<file path="config.mk">
export PLATFORM = sky130hd
export DESIGN_NAME = l1_icache_nway
export DESIGN_NICKNAME = d
export VERILOG_FILES = /design/src/rtl/l1_icache_nway_pkg.sv /design/src/rtl/l1_icache_nway_lru.sv /design/src/rtl/l1_icache_nway.sv
export SDC_FILE = /design/constraint.sdc
export NUM_CORES = 2
export LEC_CHECK = 0
export CELL_PAD_IN_SITES_DETAIL_PLACEMENT = 0
export CELL_PAD_IN_SITES_GLOBAL_PLACEMENT = 1
export CORE_MARGIN = 3
export CORE_UTILIZATION = 56
export DETAILED_ROUTE_END_ITERATION = 10
export MAX_ROUTING_LAYER = met4
export PLACE_DENSITY = 0.8
export SLEW_MARGIN = 25
export SYNTH_ARGS = -nofsm -noshare
export SYNTH_HDL_FRONTEND = slang
export SYNTH_MEMORY_MAX_BITS = 65536
export SYNTH_SLANG_ARGS = --single-unit
</file>
<file path="constraint.sdc">
create_clock -name clk_i -period 11.9 [get_ports clk_i]
set_input_delay 2.38 -clock clk_i [delete_from_list [all_inputs] [get_ports clk_i]]
set_output_delay 2.38 -clock clk_i [all_outputs]
set_load 0.02 [all_outputs]
</file>
<file path="src/rtl/l1_icache_nway_pkg.sv">
// mem_pkg: shared definitions for the L1 instruction cache.
//
// Purpose:
//   Default cache geometry and the address-split widths derived from it, the
//   cache line record used for the default geometry, and the controller state
//   encoding. The cache module takes its parameter defaults from here and
//   re-derives the same widths locally, so a non-default geometry still builds.
//
// Contents:
//   ICACHE_WAYS / ICACHE_SETS / ICACHE_BLOCK_BYTES   default geometry
//   ICACHE_OFF_BITS / ICACHE_IDX_BITS / ICACHE_TAG_BITS   derived address split
//   icache_line_t     one line: valid bit, tag, data block
//   icache_state_e    controller states (LOOKUP, REFILL)
package mem_pkg;

    localparam int ICACHE_WAYS        = 4;
    localparam int ICACHE_SETS        = 8;
    localparam int ICACHE_BLOCK_BYTES = 16;

    localparam int ICACHE_OFF_BITS = $clog2(ICACHE_BLOCK_BYTES);
    localparam int ICACHE_IDX_BITS = $clog2(ICACHE_SETS);
    localparam int ICACHE_TAG_BITS = 32 - ICACHE_IDX_BITS - ICACHE_OFF_BITS;

    typedef struct packed {
        logic                            valid;
        logic [ICACHE_TAG_BITS-1:0]      tag;
        logic [8*ICACHE_BLOCK_BYTES-1:0] data;
    } icache_line_t;

    typedef enum logic {
        LOOKUP = 1'b0,
        REFILL = 1'b1
    } icache_state_e;

endpackage

</file>
<file path="src/rtl/l1_icache_nway_lru.sv">
// icache_lru: per-set true-LRU bookkeeping for the N-way instruction cache.
//
// Purpose:
//   Holds a rank per way per set (0 = most recently used, WAYS-1 = least).
//   Picks the refill victim for one set and applies one touch per cycle.
//
// Ports:
//   clk_i, rst_ni       clock, asynchronous active-low reset
//   vicIdx_i            set whose victim is requested
//   vicValid_i          valid bits of the ways in that set
//   victim_o            lowest invalid way, else the rank WAYS-1 way
//   upd_i               touch strobe (hit or fill)
//   updIdx_i, updWay_i  set and way being touched
module icache_lru
    import mem_pkg::*;
#(
    parameter int WAYS = ICACHE_WAYS,
    parameter int SETS = ICACHE_SETS,
    localparam int WW  = $clog2(WAYS),
    localparam int IW  = $clog2(SETS)
) (
    input  logic            clk_i,
    input  logic            rst_ni,
    input  logic [IW-1:0]   vicIdx_i,
    input  logic [WAYS-1:0] vicValid_i,
    output logic [WW-1:0]   victim_o,
    input  logic            upd_i,
    input  logic [IW-1:0]   updIdx_i,
    input  logic [WW-1:0]   updWay_i
);

    logic [WW-1:0] rank_q [SETS][WAYS];

    // Ranks start as the way index so an untouched set evicts the top way
    // first. A touch moves the way to rank 0 and ages only the ways that
    // were more recent than it, which keeps each set's ranks a permutation.
    always_ff @(posedge clk_i or negedge rst_ni) begin
        if (!rst_ni) begin
            for (int s = 0; s < SETS; s++) begin
                for (int w = 0; w < WAYS; w++) begin
                    rank_q[s][w] <= WW'(w);
                end
            end
        end else if (upd_i) begin
            for (int w = 0; w < WAYS; w++) begin
                if (WW'(w) == updWay_i) begin
                    rank_q[updIdx_i][w] <= '0;
                end else if (rank_q[updIdx_i][w] < rank_q[updIdx_i][updWay_i]) begin
                    rank_q[updIdx_i][w] <= rank_q[updIdx_i][w] + 1'b1;
                end
            end
        end
    end

    // Empty ways are filled lowest index first; only a full set falls back
    // to the least recently used way.
    always_comb begin
        logic found;
        found    = 1'b0;
        victim_o = '0;
        for (int w = 0; w < WAYS; w++) begin
            if (!vicValid_i[w] && !found) begin
                victim_o = WW'(w);
                found    = 1'b1;
            end
        end
        if (!found) begin
            for (int w = 0; w < WAYS; w++) begin
                if (rank_q[vicIdx_i][w] == WW'(WAYS - 1)) begin
                    victim_o = WW'(w);
                end
            end
        end
    end

endmodule

</file>
<file path="src/rtl/l1_icache_nway.sv">
// l1_icache_nway: parametrised N-way set-associative L1 instruction cache.
//
// Purpose:
//   Serves fetch hits combinationally, refills whole blocks from L2 on a
//   miss, invalidates lines hit by observed data-cache writes, supports
//   whole-cache invalidation (fence.i) and aborts a refill on pipeline flush.
//
// Ports:
//   clk_i, rst_ni                  clock, asynchronous active-low reset
//   cpu_valid_i, cpu_addr_i        fetch request
//   cpu_ready_o, cpu_rdata_o       hit strobe and instruction word (0 when not ready)
//   flush_i                        abort an outstanding refill
//   inv_all_i                      clear every valid bit
//   snp_valid_i/wen_i/src_i/addr_i observed bus transaction
//   req_valid_o/addr_o/src_o/wen_o refill request to L2
//   mem_ready_i, mem_dst_i         L2 response strobe and destination ID
//   mem_rdata_i                    refill block
//   hit_cnt_o, miss_cnt_o          statistics (only with ICACHE_STATS_EN)
//
// Build option: define ICACHE_STATS_EN to add the hit/miss counters.
module l1_icache_nway
    import mem_pkg::*;
#(
    parameter int   WAYS        = ICACHE_WAYS,
    parameter int   SETS        = ICACHE_SETS,
    parameter int   BLOCK_BYTES = ICACHE_BLOCK_BYTES,
    parameter logic SRC_ID      = 1'b0
) (
    input  logic                     clk_i,
    input  logic                     rst_ni,
    input  logic                     cpu_valid_i,
    input  logic [31:0]              cpu_addr_i,
    output logic                     cpu_ready_o,
    output logic [31:0]              cpu_rdata_o,
    input  logic                     flush_i,
    input  logic                     inv_all_i,
    input  logic                     snp_valid_i,
    input  logic                     snp_wen_i,
    input  logic                     snp_src_i,
    input  logic [31:0]              snp_addr_i,
    output logic                     req_valid_o,
    output logic [31:0]              req_addr_o,
    output logic                     req_src_o,
    output logic                     req_wen_o,
    input  logic                     mem_ready_i,
    input  logic                     mem_dst_i,
    input  logic [8*BLOCK_BYTES-1:0] mem_rdata_i
`ifdef ICACHE_STATS_EN
    ,
    output logic [31:0]              hit_cnt_o,
    output logic [31:0]              miss_cnt_o
`endif
);

    localparam int OFF   = $clog2(BLOCK_BYTES);
    localparam int IDX   = $clog2(SETS);
    localparam int TAG   = 32 - IDX - OFF;
    localparam int WW    = $clog2(WAYS);
    localparam int WORDS = BLOCK_BYTES / 4;
    localparam int WSEL  = OFF - 2;

    icache_state_e state_q, state_d;
    logic [TAG+IDX-1:0] blockAddr_q, blockAddr_d;
    logic stale_q, stale_d;
    logic [WAYS-1:0] valid_q [SETS];
    logic [WAYS-1:0] valid_d [SETS];
    logic [TAG-1:0] tagMem [SETS][WAYS];
    logic [8*BLOCK_BYTES-1:0] dataMem [SETS][WAYS];

    logic [IDX-1:0] cpuIdx, snpIdx, refIdx;
    logic [TAG-1:0] cpuTag, snpTag, refTag;
    logic [WSEL-1:0] cpuWord;
    logic hitAny, snoopWr, cpuReady, startMiss, busFree, memResp;
    logic snpBlkMatch, fillStale;
    logic [WW-1:0] hitWay, victim;
    logic [WAYS-1:0] snpHitVec;
    logic [31:0] hitWord;
    logic unusedBits;

    assign cpuIdx  = cpu_addr_i[OFF+IDX-1:OFF];
    assign cpuTag  = cpu_addr_i[31:OFF+IDX];
    assign cpuWord = cpu_addr_i[OFF-1:2];
    assign snpIdx  = snp_addr_i[OFF+IDX-1:OFF];
    assign snpTag  = snp_addr_i[31:OFF+IDX];
    assign refIdx  = blockAddr_q[IDX-1:0];
    assign refTag  = blockAddr_q[TAG+IDX-1:IDX];
    assign unusedBits = ^{cpu_addr_i[1:0], snp_addr_i[OFF-1:0]};

    // Parallel tag compare of every way for the fetch address and, in the
    // same cycle, for the observed bus address, then word select of the hit.
    always_comb begin
        logic [8*BLOCK_BYTES-1:0] hitLine;
        hitAny    = 1'b0;
        hitWay    = '0;
        snpHitVec = '0;
        hitWord   = '0;
        for (int w = 0; w < WAYS; w++) begin
            if (valid_q[cpuIdx][w] && tagMem[cpuIdx][w] == cpuTag) begin
                if (!hitAny) begin
                    hitWay = WW'(w);
                end
                hitAny = 1'b1;
            end
            if (valid_q[snpIdx][w] && tagMem[snpIdx][w] == snpTag) begin
                snpHitVec[w] = 1'b1;
            end
        end
        hitLine = dataMem[cpuIdx][hitWay];
        for (int k = 0; k < WORDS; k++) begin
            if (cpuWord == WSEL'(k)) begin
                hitWord = hitLine[k*32 +: 32];
            end
        end
    end

    // An observed write owns the tag lookup for the cycle, so the fetch can
    // neither hit nor start a miss then. A response is ignored once flushed,
    // and the request is withdrawn in the very cycle the response lands.
    // A snoop or fence.i that coincides with the response counts as stale.
    always_comb begin
        snoopWr     = snp_valid_i & snp_wen_i;
        cpuReady    = (state_q == LOOKUP) & cpu_valid_i & hitAny & ~snoopWr;
        startMiss   = (state_q == LOOKUP) & cpu_valid_i & ~hitAny & ~snoopWr;
        busFree     = ~snp_valid_i | (snp_src_i == SRC_ID);
        memResp     = (state_q == REFILL) & mem_ready_i & (mem_dst_i == SRC_ID) & ~flush_i;
        snpBlkMatch = snoopWr & ({snpTag, snpIdx} == blockAddr_q);
        fillStale   = stale_q | inv_all_i | snpBlkMatch;
        req_valid_o = (state_q == REFILL) & busFree & ~flush_i & ~memResp;
        req_addr_o  = {blockAddr_q, {OFF{1'b0}}};
        req_src_o   = SRC_ID;
        req_wen_o   = 1'b0;
        cpu_ready_o = cpuReady;
        cpu_rdata_o = cpuReady ? hitWord : 32'h0;
    end

    // Controller next state: a miss latches the block and starts a fresh
    // (non-stale) refill; while refilling, anything that could make the
    // incoming block out of date marks it stale so it is installed invalid.
    always_comb begin
        state_d     = state_q;
        blockAddr_d = blockAddr_q;
        stale_d     = stale_q;
        case (state_q)
            LOOKUP: begin
                if (startMiss) begin
                    state_d     = REFILL;
                    blockAddr_d = {cpuTag, cpuIdx};
                    stale_d     = 1'b0;
                end
            end
            REFILL: begin
                if (snpBlkMatch || inv_all_i) begin
                    stale_d = 1'b1;
                end
                if (flush_i || memResp) begin
                    state_d = LOOKUP;
                end
            end
            default: state_d = LOOKUP;
        endcase
    end

    // Valid bits: a fill installs first, then snooped lines are dropped,
    // and fence.i wins over everything.
    always_comb begin
        valid_d = valid_q;
        if (memResp) begin
            valid_d[refIdx][victim] = ~fillStale;
        end
        if (snoopWr) begin
            for (int w = 0; w < WAYS; w++) begin
                if (snpHitVec[w]) begin
                    valid_d[snpIdx][w] = 1'b0;
                end
            end
        end
        if (inv_all_i) begin
            for (int s = 0; s < SETS; s++) begin
                valid_d[s] = '0;
            end
        end
    end

    // Control state and valid bits reset; a reset during a refill simply
    // abandons it.
    always_ff @(posedge clk_i or negedge rst_ni) begin
        if (!rst_ni) begin
            state_q     <= LOOKUP;
            blockAddr_q <= '0;
            stale_q     <= 1'b0;
            for (int s = 0; s < SETS; s++) begin
                valid_q[s] <= '0;
            end
        end else begin
            state_q     <= state_d;
            blockAddr_q <= blockAddr_d;
            stale_q     <= stale_d;
            valid_q     <= valid_d;
        end
    end

    // Tag and data arrays are plain storage with no reset; they are only
    // meaningful behind a set valid bit.
    always_ff @(posedge clk_i) begin
        if (memResp) begin
            tagMem[refIdx][victim]  <= refTag;
            dataMem[refIdx][victim] <= mem_rdata_i;
        end
    end

    icache_lru #(
        .WAYS (WAYS),
        .SETS (SETS)
    ) u_lru (
        .clk_i      (clk_i),
        .rst_ni     (rst_ni),
        .vicIdx_i   (refIdx),
        .vicValid_i (valid_q[refIdx]),
        .victim_o   (victim),
        .upd_i      (cpuReady | memResp),
        .updIdx_i   (memResp ? refIdx : cpuIdx),
        .updWay_i   (memResp ? victim : hitWay)
    );

`ifdef ICACHE_STATS_EN
    logic [31:0] hitCnt_q, missCnt_q;

    // Free-running event counters that wrap naturally.
    always_ff @(posedge clk_i or negedge rst_ni) begin
        if (!rst_ni) begin
            hitCnt_q  <= '0;
            missCnt_q <= '0;
        end else begin
            if (cpuReady) begin
                hitCnt_q <= hitCnt_q + 32'd1;
            end
            if (startMiss) begin
                missCnt_q <= missCnt_q + 32'd1;
            end
        end
    end

    assign hit_cnt_o  = hitCnt_q;
    assign miss_cnt_o = missCnt_q;
`endif

endmodule

</file>
==> results.md <==
Detailed routing:
- In this run the remaining antenna-violating nets after routing total 0.
- The first routing iteration left between 15000 and 20000 violations.
- The total wire length after detailed routing is 578000 um.
- The routed wire length per instance is about 37 um.
- The number of iterations in the first detailed-routing pass is 6.
- After detailed routing, the number of remaining DRC violations is 0.
- The number of vias per cell is 6.98.
- The count of vias placed by the detailed router is ~110k.

Place:
- Input and output buffers added on the ports amount to approximately 260.
- The global placement routability congestion is between 0.9 and 1.
- The cell count after placement is roughly 14000.
- The setup slack after placement is 489 ps.
- After legalization and detailed placement, the total HPWL measured approximately 320000 um.

Timing:
- The worst path meets setup with approximately 420 ps of slack.
- The summed negative setup slack over all endpoints is 0 ps.
- Counting I/O delays and the setup requirement, the final critical path takes about 11000 ps.
- The hold violation total from the final report is 0.
- The transition at the pin with the smallest max-transition slack is ~1200 ps.
- For this run, the top clock speed supported by timing is around 87 MHz.
- The relative slew slack is 0.233.
- Setup violations remaining at the end of the flow were counted as 0.
- Hold is met by roughly 490 ps.
- The number of max-slew violations in the final report is 0.
- Across the routed clock network, the largest skew measured is slightly below 50 ps.
- Setup repair after global routing left no endpoint under its margin.
- The post-route clock period utilization is 0.965.

Outcome:
- The flow ran to the end, and the final reports show no timing, DRC or antenna violations.

Power and ir drop:
- The maximum VDD drop is 0.190 mV.
- The total power density per cell area is ~160 nW/um^2.
- After layout, the design draws a total of between 30 and 40 mW.
- The leakage dissipation is 73.2 nW.

Cells and area:
- The net count of the finished layout is between 10000 and 15000.
- The area growth from synthesis to layout is 12.5%.
- The ratio of cells with drive above 1 in the final layout is 0.242.
- The number of filler instances in the final layout is approximately 24000.
- The count of cells in the finished layout, fillers not included, comes to 15400.

Clock tree:
- The maximum level of the CTS H-tree is 5.
- The TritonCTS clock tree is yes.
- After clock tree synthesis, the setup repair step added 0 buffers.
- The maximum buffer depth of the clock tree is 4.
- The clock slew seen by the registers of the worst setup and hold paths is 60 ps.
- For this design, the CTS-stage hold fixing added 0 buffers.
- The clock net in this run drives a total of between 5000 and 6000 sinks.
- The clock tree root buffer cell is clkbuf_16.
- The total CTS buffers is 484.
- The post-cts sizing count is 0.
- The clock reaches the later pin of the worst-skew pair after between 1000 and 1500 ps.

Floorplanning:
- The floorplan step defined a die boundary enclosing ~370000 um^2.
- The row count is ~220.
- Measured along the y axis, the die boundary spans approximately 610 um.
- The number of placed I/O pins is 270.
- The placeable core area is ~360000 um^2.
- The initial utilization of the core area, before any placement, comes to 0.565.
- The die width is roughly 600 um.

Global route:
- The first global-routing pass estimated around 820000 um of wire.
- The maximum number of pins on one net before global-route repair is roughly 140.
- The via count of the first global-routing pass is about 110k.
- For this run the aggregate overflow at the end of global routing stands at 0.
- The overall track demand over capacity in global routing is 0.325.
- The initial antenna violation count is 78.

Setup path:
- STA puts the critical path data required time at ~9500 ps.
- Of all nets on the critical path, the largest fanout is 110.
- The critical path start-end classification is input port to primary output.
- The worst endpoint data arrival time is 9100 ps.
- The kind of start point of the critical path is an input port.
- The endpoint type of the worst setup path is a primary output.

Logic synthesis:
- The number of different library cells in the post-synthesis netlist is between 90 and 100.
- The sequential cell area fraction in the yosys report is 0.745.
- After synthesis, the share of flip-flops with an asynchronous set or reset is 0.0251.
- The synthesized flop and latch total is around 5000.
- The summed instance area of the synthesized netlist is just over 200000 um^2.
- The number of synthesized flops with an enable pin is between 4000 and 5000.
- The leading register cell type out of synthesis is edfxtp_1.
- The count of mapped cells out of synthesis is ~9700.
- The Yosys step of the flow raised 0 warnings.
- The mean instance size in the synthesized netlist is around 21 um^2.

Flow run:
- The max-capacitance violation count is 0.

Min path:
- The worst hold path belongs to the class flip-flop to flip-flop.
==> power breakdown <==
part | total, mW | leakage, nW | internal (mW) | switching, mW
combinational | 2.19 | 20.2 | 0.787 | 1.41
sequential | 19.7 | 45.5 | 19.6 | 0.0916
clock | 14.9 | 7.45 | 8.42 | 6.51
==> synth_stat cells (41+ instances only) <==
library cell | n | area share
nand3_1 | 99 | 0.0025
a221oi_1 | 47 | 0.0020
nor2_1 | 197 | 0.0037
buf_1 | 66 | 0.0012
buf_2 | 85 | 0.0021
a22oi_1 | 425 | 0.016
xor2_1 | 86 | 0.0037
clkbuf_1 | 394 | 0.0073
mux2i_1 | 577 | 0.029
nand4_1 | 117 | 0.0036
a22o_1 | 66 | 0.0029
a211oi_1 | 42 | 0.0016
nand2_1 | 374 | 0.0070
a31oi_1 | 41 | 0.0013
nor4_1 | 48 | 0.0015
mux2_2 | 81 | 0.0045
edfxtp_1 | 4896 | 0.73
nor3_1 | 41 | 0.0010
mux4_2 | 1233 | 0.14
dfrtp_1 | 94 | 0.012
xnor2_1 | 89 | 0.0039
==> routing by layer <==
metal  up-vias  GRT usage  wire [um]
met5         -          -          0
met4         0      0.114      23300
met3      1295     0.0611      67300
met2      7423      0.487     272000
met1     56700      0.454     215000
li1      42200          -          -
==> placed cells by master (no fill, tap or decap), types with 23 or more instances in the layout <==
cell type / Yosys / layout
clkbuf_16: 0 / 491
clkinv_2: 0 / 90
diode_2: 0 / 37
clkinv_1: 0 / 108
a221o_1: 32 / 32
o2111ai_1: 27 / 27
buf_4: 14 / 267
bufinv_16: 0 / 40
mux4_2: 1233 / 1233
o221ai_1: 31 / 31
nor2_4: 2 / 38
a221oi_1: 47 / 47
nand4_1: 117 / 117
dfrtp_1: 94 / 86
xor2_1: 86 / 86
a22oi_1: 425 / 425
nor2_1: 197 / 158
buf_12: 1 / 94
a31oi_1: 41 / 41
nand3_1: 99 / 99
nor2b_1: 34 / 32
clkdlybuf4s50_1: 0 / 166
nand2_1: 374 / 371
o21ai_0: 30 / 30
and3_1: 39 / 38
mux2i_1: 577 / 575
o22ai_1: 39 / 39
o2bb2ai_1: 23 / 23
a21oi_1: 26 / 26
clkbuf_1: 394 / 111
nor4_1: 48 / 43
a22o_1: 66 / 66
buf_2: 85 / 54
xnor2_1: 89 / 89
dfstp_2: 32 / 32
nor3_1: 41 / 39
a211oi_1: 42 / 42
mux2_2: 81 / 81
edfxtp_1: 4896 / 4896
==> cells by family (layout without fill, tap and decap cells) <==
| kind of cell | Yosys count | count (layout) | synth area share |
|---|---|---|---|
| AOI/OAI and AO/OA | 946 | 946 | 0.0363 |
| and+or+nand+nor | 1074 | 1074 | 0.0263 |
| other | 1 | 43 | 0.0000186 |
| DFF | 5022 | 5022 | 0.745 |
| muxes | 1897 | 1897 | 0.171 |
| buffers and inverters | 623 | 1513 | 0.0140 |
| xor gates and xnor gates | 175 | 175 | 0.00760 |
==> critical path, cell delays in order <==
cell	delay [ps]
buf_16	530
buf_4	600
mux4_2	580
mux2i_1	220
xnor2_1	140
nor4_1	810
buf_4	250
nand4_1	360
o21ai_0	450
and2_4	620
buf_12	270
nand2_1	70
and3_1	180
a31oi_1	200
o2111ai_1	600
o221ai_1	480
buf_12	180
==> state kept, by name (all words and copies together), names as in the netlist <==
signal,flops
blockAddr_q,28
dataMem,4096
stale_q,1
state_q,1
tagMem,800
u_lru.rank_q,64
valid_q,32
==> metrics by stage <==
step	utilization	cell area, um^2
2_1_floorplan	-	202000
3_3_place_gp	0.592	212000
3_5_place_dp	0.593	212000
4_1_cts	0.635	227000
5_1_grt	0.635	227000
6_report	0.635	227000
==> layout make-up <==
class	instances	area, um^2	area share
flip-flops and latches	5022	150000	0.662
multi-input cells	4098	49100	0.217
clock buffers	604	12700	0.0561
repair buffers	603	6180	0.0272
well taps	4751	5940	0.0262
clock inverters	282	2520	0.0111
inverters	24	97.6	0.000430
diodes	37	92.6	0.000408
==> path summary, 6_finish.rpt <==
path / from / end / slack (ps) / depth (start not counted)
max in group asynchronous: rst_ni / u_lru.rank_q[18] / 8750 / 3
hold reg to reg: u_lru.rank_q[57] / u_lru.rank_q[57] / 490 / 1
setup / recovery: cpu_addr_i[4] / cpu_rdata_o[5] / 420 / 17
min in group asynchronous: rst_ni / blockAddr_q[13] / 1300 / 1
hold / removal: u_lru.rank_q[57] / u_lru.rank_q[57] / 490 / 1
setup reg to reg: blockAddr_q[1] / dataMem[0][485] / 5750 / 9
Power figures use the tool's default switching activity.
